**config.mk**
```make
export PLATFORM = sky130hd
export DESIGN_NAME = ili9341_frame_source
export DESIGN_NICKNAME = d
export VERILOG_FILES = /design/src/rtl/ili9341_frame_source.sv
export SDC_FILE = /design/constraint.sdc
export NUM_CORES = 1
export LEC_CHECK = 0
export CAP_MARGIN = 20
export CORE_UTILIZATION = 40
export CTS_BUF_LIST = sky130_fd_sc_hd__clkbuf_2 sky130_fd_sc_hd__clkbuf_4 sky130_fd_sc_hd__clkbuf_8
export CTS_CLUSTER_SIZE = 24
export DETAILED_ROUTE_END_ITERATION = 12
export PLACE_DENSITY_LB_ADDON = 0.3
export SETUP_SLACK_MARGIN = 0.1
export SLEW_MARGIN = 5
export SYNTH_ARGS = -nofsm -noshare
export SYNTH_HDL_FRONTEND = slang
export SYNTH_SLANG_ARGS = --single-unit
```
**constraint.sdc**
```tcl
create_clock -name clk -period 13.44 [get_ports clk]
set_input_delay 1.344 -clock clk [delete_from_list [all_inputs] [get_ports clk]]
set_output_delay 1.344 -clock clk [all_outputs]
set_load 0.005 [all_outputs]
```
**src/rtl/ili9341_frame_source.sv**
```systemverilog
// Frame pixel generator for the ILI9341 SPI controller: palette-driven patterns
// streamed over a valid/ready interface, redraws scheduled only at frame boundaries.
module ili9341_frame_source #(
    parameter int H_RES      = 240,
    parameter int V_RES      = 320,
    parameter int PIXEL_SIZE = 16,
    parameter int NUM_MODES  = 5,
    parameter int MODE_W     = 3,
    parameter int TILE_SHIFT = 4,
    parameter int BORDER     = 4
) (
    input  logic                  clk,
    input  logic                  rst,
    input  logic [MODE_W-1:0]     mode_in,
    input  logic                  refresh,
    input  logic                  pal_we,
    input  logic [MODE_W-1:0]     pal_addr,
    input  logic [PIXEL_SIZE-1:0] pal_fg,
    input  logic [PIXEL_SIZE-1:0] pal_bg,
    input  logic [1:0]            pal_pat,
    output logic [PIXEL_SIZE-1:0] pix_data,
    output logic                  pix_valid,
    input  logic                  pix_ready,
    output logic                  pix_first,
    output logic                  pix_last,
    output logic                  frame_done,
    output logic                  busy,
    output logic [MODE_W-1:0]     cur_mode
);

    localparam int XW = $clog2(H_RES);
    localparam int YW = $clog2(V_RES);

    typedef enum logic [1:0] {IDLE, LOAD, STREAM, DONE} state_t;

    state_t                state, state_nx;
    logic [XW-1:0]         x;
    logic [YW-1:0]         y;
    logic [PIXEL_SIZE-1:0] fg_mem  [NUM_MODES];
    logic [PIXEL_SIZE-1:0] bg_mem  [NUM_MODES];
    logic [1:0]            pat_mem [NUM_MODES];
    logic [PIXEL_SIZE-1:0] sh_fg, sh_bg, pixel;
    logic [1:0]            sh_pat;
    logic [MODE_W-1:0]     mode_prev;
    logic                  pending, pend_set, accept, at_last_x, at_last_y;
    logic                  mode_ok, pal_ok, tile_x, tile_y, in_border;

    function automatic logic [PIXEL_SIZE-1:0] default_fg(input int i);
        case (i)
            0:       return PIXEL_SIZE'(16'hFFE0);
            1:       return PIXEL_SIZE'(16'h07FF);
            2:       return PIXEL_SIZE'(16'hF800);
            3:       return PIXEL_SIZE'(16'h780F);
            4:       return PIXEL_SIZE'(16'h0000);
            default: return PIXEL_SIZE'(16'h001F);
        endcase
    endfunction

    // Handshake: a pixel transfers on a rising edge where pix_valid && pix_ready;
    // while pix_valid is high and pix_ready low, data and markers hold stable.
    assign accept    = pix_valid && pix_ready;
    assign at_last_x = (x == XW'(H_RES - 1));
    assign at_last_y = (y == YW'(V_RES - 1));
    assign mode_ok   = (32'(mode_in) < NUM_MODES);
    assign pal_ok    = (32'(pal_addr) < NUM_MODES);
    assign pend_set  = (mode_in != mode_prev) || refresh;

    always_ff @(posedge clk or posedge rst) begin
        if (rst) begin
            for (int i = 0; i < NUM_MODES; i++) begin
                fg_mem[i]  <= default_fg(i);
                bg_mem[i]  <= '0;
                pat_mem[i] <= '0;
            end
        end else if (pal_we && pal_ok) begin
            fg_mem[pal_addr]  <= pal_fg;
            bg_mem[pal_addr]  <= pal_bg;
            pat_mem[pal_addr] <= pal_pat;
        end
    end

    // Unreset on purpose: it keeps tracking mode_in through reset, so releasing
    // reset does not look like a mode change and schedule a second frame.
    always_ff @(posedge clk) begin
        mode_prev <= mode_in;
    end

    always_ff @(posedge clk or posedge rst) begin
        if (rst) begin
            state   <= IDLE;
            pending <= 1'b1;
        end else begin
            state <= state_nx;
            if (pend_set) begin
                pending <= 1'b1;
            end else if (state == IDLE && pending) begin
                pending <= 1'b0;
            end
        end
    end

    always_comb begin
        state_nx = state;
        case (state)
            IDLE:    if (pending) state_nx = LOAD;
            LOAD:    state_nx = STREAM;
            STREAM:  if (accept && at_last_x && at_last_y) state_nx = DONE;
            DONE:    state_nx = IDLE;
            default: state_nx = IDLE;
        endcase
    end

    always_ff @(posedge clk or posedge rst) begin
        if (rst) begin
            x        <= '0;
            y        <= '0;
            cur_mode <= '0;
            sh_fg    <= '0;
            sh_bg    <= '0;
            sh_pat   <= '0;
        end else if (state == LOAD) begin
            cur_mode <= mode_in;
            x        <= '0;
            y        <= '0;
            if (mode_ok) begin
                sh_fg  <= fg_mem[mode_in];
                sh_bg  <= bg_mem[mode_in];
                sh_pat <= pat_mem[mode_in];
            end else begin
                sh_fg  <= PIXEL_SIZE'(16'h001F);
                sh_bg  <= '0;
                sh_pat <= 2'd0;
            end
        end else if (accept) begin
            if (at_last_x) begin
                x <= '0;
                y <= at_last_y ? '0 : y + YW'(1);
            end else begin
                x <= x + XW'(1);
            end
        end
    end

    assign tile_x    = 1'(x >> TILE_SHIFT);
    assign tile_y    = 1'(y >> TILE_SHIFT);
    assign in_border = (x < XW'(BORDER)) || (x >= XW'(H_RES - BORDER)) ||
                       (y < YW'(BORDER)) || (y >= YW'(V_RES - BORDER));

    always_comb begin
        pixel = sh_fg;
        case (sh_pat)
            2'd1:    if (tile_x ^ tile_y) pixel = sh_bg;
            2'd2:    if (!in_border) pixel = sh_bg;
            2'd3:    if (tile_y) pixel = sh_bg;
            default: pixel = sh_fg;
        endcase
    end

    assign pix_valid  = (state == STREAM);
    assign pix_data   = pix_valid ? pixel : '0;
    assign pix_first  = pix_valid && (x == '0) && (y == '0);
    assign pix_last   = pix_valid && at_last_x && at_last_y;
    assign frame_done = (state == DONE);
    assign busy       = (state == LOAD) || (state == STREAM);

endmodule
```
; ---- After elaboration in Yosys (flattened, before gate mapping)
; Cells that the tools add are included.
[op_classes]
n_reduce_logical = 23
n_addsub = 2
bitwise = 3
order_cmp = 9
eq_ne = 11
muxes = 36
[op_table]
columns = cell, count
row1 = 16-bit 2-to-1 mux, 11
row2 = 80-bit bitwise mux, 2
row3 = 16-bit binary-select mux with 3-bit select, 2
row4 = 16-bit demux with 3-bit select, 1
row5 = 16-bit one-hot mux with 3 select lines, 1
row6 = 9-bit 2-to-1 mux, 4
row7 = 8-bit 2-to-1 mux, 3
row8 = 2-bit 2-to-1 mux, 6
row9 = 10-bit bitwise mux, 1
row10 = 1-bit logical AND, 10
row11 = "9-bit by 1-bit adder with 9-bit output, second input constant", 1
row12 = "9-bit equality test, second input constant", 1
row13 = "9-bit >= comparator, second input constant", 1
row14 = 9-bit logical NOT, 1
row15 = "9-bit by 3-bit < comparator with 1-bit output, second input constant", 1
row16 = "8-bit by 1-bit adder with 8-bit output, second input constant", 1
row17 = "2-bit equality test, second input constant", 4
row18 = "8-bit equality test, second input constant", 1
row19 = "4-bit >= comparator, second input constant", 2
row20 = "8-bit >= comparator, second input constant", 1
row21 = 8-bit logical NOT, 1
row22 = "8-bit by 3-bit < comparator with 1-bit output, second input constant", 1
row23 = 3-bit NOT with 4-bit output, 2
row24 = 2-bit one-hot mux with 4 select lines, 1
row25 = other kinds (14), 24
[totals]
register_bits = 230
output_inout_bits = 24
elab_cells = 108
inputBits = 45

; ---- Longest topological paths before layout
[logic_depth]
word_depth = 7
depth_mapped = 8
depth_no_buf = 7

; ---- Worst setup path after synthesis
; OpenSTA, ideal clock, no wires.
[synth_path]
path_kind = reg2out
start = register state[0]
end = output port pix_data[10]
path_slack_ps = 10275
required_time_ps = 12096
t_arrival_ps = 1821
stages_incl_launch_ff = 9
cell_sequence = dfrtp_1 -> inv_1 -> ha_1 -> buf_2 -> and3_2 -> nor2b_1 -> a21o_1 -> buf_6 -> a221o_1
[synth_via]
elab_chain_len = 2
[synth_rtl]
columns = item, line
row1 = from (decl), 36  ; state_t state, state_nx;
row2 = from (signal assigned), 93  ; state <= state_nx;
row3 = 2-bit equality test, 159  ; assign pix_valid = (state == STREAM);
row4 = net pix_valid, 22  ; output logic pix_valid,
row5 = 16-bit 2-to-1 mux, 160  ; assign pix_data = pix_valid ? pixel : '0;
row6 = to (decl), 21  ; output logic [PIXEL_SIZE-1:0] pix_data,
; The timed path passes the listed nets, and every way through them passes these cells.

; ---- Worst setup path after layout
[layout_path]
start = register y[4]
end = output port pix_data[11]
[layout_via]
elab_chain_len = 6
word_cells_on_any_way = 10
cone_classes = order compare (2) / mux (5) / bitwise (1) / reduce/logical (2)
[layout_rtl]
columns = item, line
row1 = from (decl), 38  ; logic [YW-1:0] y;
row2 = from (signal assigned), 137  ; y <= at_last_y ? '0 : y + YW'(1);
row3 = 9-bit by 3-bit < comparator with 1-bit output, 147  ; (y < YW'(BORDER)) || (y >= YW'(V_RES - BORDER));
row4 = 1-bit logical OR, 146  ; assign in_border = (x < XW'(BORDER)) || (x >= XW'(H_RES - BORDER)) ||
row5 = 1-bit logical OR, 147
row6 = 16-bit 2-to-1 mux, 153  ; 2'd2: if (!in_border) pixel = sh_bg;
row7 = 16-bit one-hot mux with 3 select lines *, 151  ; case (sh_pat)
row8 = 16-bit 2-to-1 mux *, 160
; Every way passes the cells marked *; elsewhere a longest branch is shown, timed or not.

==> summary.md <==
| Metric | Value |
|---|---|
| Status | `complete, no violations` |
| Ys Warns | `0` |
| Initial DRC count | `517` |
| Reg-to-Reg End | `state[1]` |
| # port buffers | `68` |
| Drt wl/cell | `20.2 um` |
| Maxcap violations | `0` |
| Reg2Reg Depth | `8` |
| First-pass GRT wire length | `41.6 mm` |
| Top-count cell post-synth | `dfrtp_1` |
| All-Layer GR Usage | `18.9%` |
| Fraction of layout cells with a size suffix above 1 | `38.2%` |
| Initial antenna violation count | `0` |
| FP Rows | `60` |
| Slew @ Worst Pin | `1000 ps` |
| DRC Markers | `0` |
| Critical Path Max Stage Delay | `1000 ps` |
| Clock Root Buffer | `clkbuf_8` |
| Power Dens Cells | `189 nW/um^2` |
| Total die area | `28000 um^2` |
| Total Wirelength | `25.7 mm` |
| WHS Endpoint | `pending` |
| Worst reg2reg setup slack | `10550 ps` |
| Drt first pass iters | `6` |
| Vias per Instance | `5.68` |
| Nets | `955` |
| Worst-Skew Late Latency | `550 ps` |
| Peak supply drop | `79.9 uV` |
| Synthesized area per cell | `13.2 um^2` |
| #FFs+latches synth | `230` |
| Final setup fails | `0` |
| Final Skew | `26.4 ps` |
| Layout area overhead | `17.2%` |
| Post-synth ARST share | `98.7%` |
| CP cell instances | `and4_4, o31ai_1, o21ai_1, a21o_1, a221o_1, clkdlybuf4s50_1` |
| CTS tree | `yes` |
| Synth Flop Type | `dfrtp_1` |
| Mapped Nets | `885` |
| Final non-filler cell total | `1273` |
| CP Buf/Inv Count | `1` |
| Starting Density | `40.7%` |
| Post-Syn Instances | `831` |
| Die Span Y | `167 um` |
| Worst min path class | `reg2reg` |
| Element type at the critical path start | `flop` |
| Synth cell count leaders | `dfrtp_1 (191), mux2_2 (175), nor2_1 (69), nand2_1 (49), dfstp_2 (36)` |
| Final hold violations | `0` |
| Dpl hpwl | `15.2 mm` |
| Final ANT Viol Nets | `0` |
| CP arrival | `3580 ps` |
| Top delay family on crit path | `compound AO/OA/AOI/OAI gates` |
| Yosys cell types | `60` |
| Crit Path Class | `reg2out` |
| Final-report max-slew violation count | `0` |
| Period Utilization, post-route | `36.6%` |
| Number of global-route vias before repair | `7353` |
| Largest cells by area after synthesis | `dfrtp_1 (44%), mux2_2 (18%), dfstp_2 (8.6%), mux4_2 (7.0%), nor2_1 (2.4%)` |
| H-tree Lvls | `2` |
| Routed vias | `7226` |
| Final setup TNS | `0 ps` |
| Cts bufs inserted | `41` |
| Slowest CP cell | `dfrtp_1` |
| Clock sink total | `230` |
| Max_slew headroom | `33.1%` |
| Die span in x | `167 um` |
| Crit end category | `output pin` |
| Final GP Congestion | `0.890` |
| Reg-to-reg startpoint | `state[0]` |
| Cells after DPL | `1198` |
| Worst Path Max Fanout | `30` |
| Post-synthesis sequential area ratio | `52.9%` |
| RSZ-0062 raised after global routing | `no` |
| Leak Pwr | `0.00522 uW` |
| CTS max path bufs | `3` |
| Mapped cell area | `10900 um^2` |
| Hold Buf Count CTS | `0` |
| Crit path time final | `4920 ps` |
| Core ar. | `26900 um^2` |
| Fmax | `203 MHz` |
| Post-synth EDFFs | `0` |
| Post-CTS Resized | `0` |
| CTS clk-pin slew, worst paths | `60 ps` |
| Largest net degree at the start of global routing | `90` |
| Hold depth | `2` |
| Post-synth top area share | `43.7%` |
| Leading area contributor after synthesis | `dfrtp_1` |
| Inserted Diodes | `0` |
| I/O pins | `69` |
| Grt total ovfl | `0` |
| Postcts setup bufs | `0` |
| Hold Crit Start | `mode_prev[1]` |
| Worst endpoint required time | `12100 ps` |
-- sequential cells by signal, indices dropped and copies added, names as in the netlist --
| register | count |
|---|---|
| state | 2 |
| mode_prev | 3 |
| sh_pat | 2 |
| sh_bg | 16 |
| bg_mem | 80 |
| x | 8 |
| fg_mem | 80 |
| y | 9 |
| pat_mem | 10 |
| sh_fg | 16 |
| pending | 1 |
| cur_mode | 3 |
-- worst min-delay path, cell delays in order (launching register included) --
cell     delay [ps]
dfxtp_1         320
xnor2_1          60
nand4_1          60
-- per-layer routing --
layer | vias up | track usage (%) | wire, um
li1 | 3274 | - | -
met1 | 3703 | 26.1 | 11700
met2 | 205 | 29.7 | 12000
met3 | 44 | 4.09 | 1420
met4 | 0 | 5.70 | 560
met5 | - | 0 | 0
-- area by class of cell --
class                           instances  area (um^2)
Fill cell                            2369        14000
Sequential cell                       230         5790
Multi-Input combinational cell        525         4840
Clock buffer                           70          845
Timing Repair Buffer                   85          798
Tap cell                              341          427
Inverter                               18         75.1
Clock inverter                          4         58.8
-- power breakdown --
part	total, uW	leakage, uW	switching (uW)	internal, uW
registers	1040	0.00271	150	891
logic	683	0.00203	310	374
clock network	705	0.000479	291	414
total	2430	0.00522	751	1680
-- cell families (layout without fill, tap and decap cells) --
logic type	after synthesis	in the layout	synth area share [%]
flops	230	230	52.9
mux	215	215	25.6
simple gates	177	177	7.73
compound gates	114	114	8.83
buf+inv	76	177	3.19
xor+xnor	10	10	0.800
fa+ha+maj	9	9	1.03
-- worst max path at each step --
stage,slack (ps),cells past startpoint,from,end
floorplan,5940,1,rst,bg_mem[0]
global placement,9090,5,y[4],pix_data[11]
detailed placement,9160,6,y[4],pix_data[11]
CTS,8550,6,y[4],pix_data[11]
global route,8370,6,y[4],pix_data[11]
finish,8520,6,y[4],pix_data[11]
-- cell usage in the layout, fill, tap and decap left out, types with 7 or more instances in the layout --
| master | instances |
|---|---|
| clkbuf_4 | 19 |
| a21oi_1 | 13 |
| a32o_1 | 14 |
| nand2_1 | 49 |
| xnor2_1 | 7 |
| clkdlybuf4s50_1 | 66 |
| a221oi_1 | 29 |
| o221a_1 | 10 |
| nand3_1 | 10 |
| clkbuf_8 | 51 |
| buf_4 | 17 |
| a221o_1 | 15 |
| o21ai_0 | 7 |
| mux4_2 | 34 |
| dfrtp_1 | 191 |
| dfstp_2 | 36 |
| inv_1 | 16 |
| ha_1 | 8 |
| mux2_2 | 175 |
| nor3_1 | 11 |
| nor2_1 | 69 |
-- stage by stage --
stage               instance area, um^2  power [uW]  setup WS (ps)  hold WS [ps]  util, %
floorplan                         10900        1460           5940           446        -
global placement                  11900        1710           9090           465     44.3
detailed placement                11900        1730           9160           475     44.3
CTS                               12800        2450           8550           490     47.7
global route                      12800        2570           8370           509     47.7
finish                            12800        2430           8520           478     47.7
(Power assumes the default switching activity.)
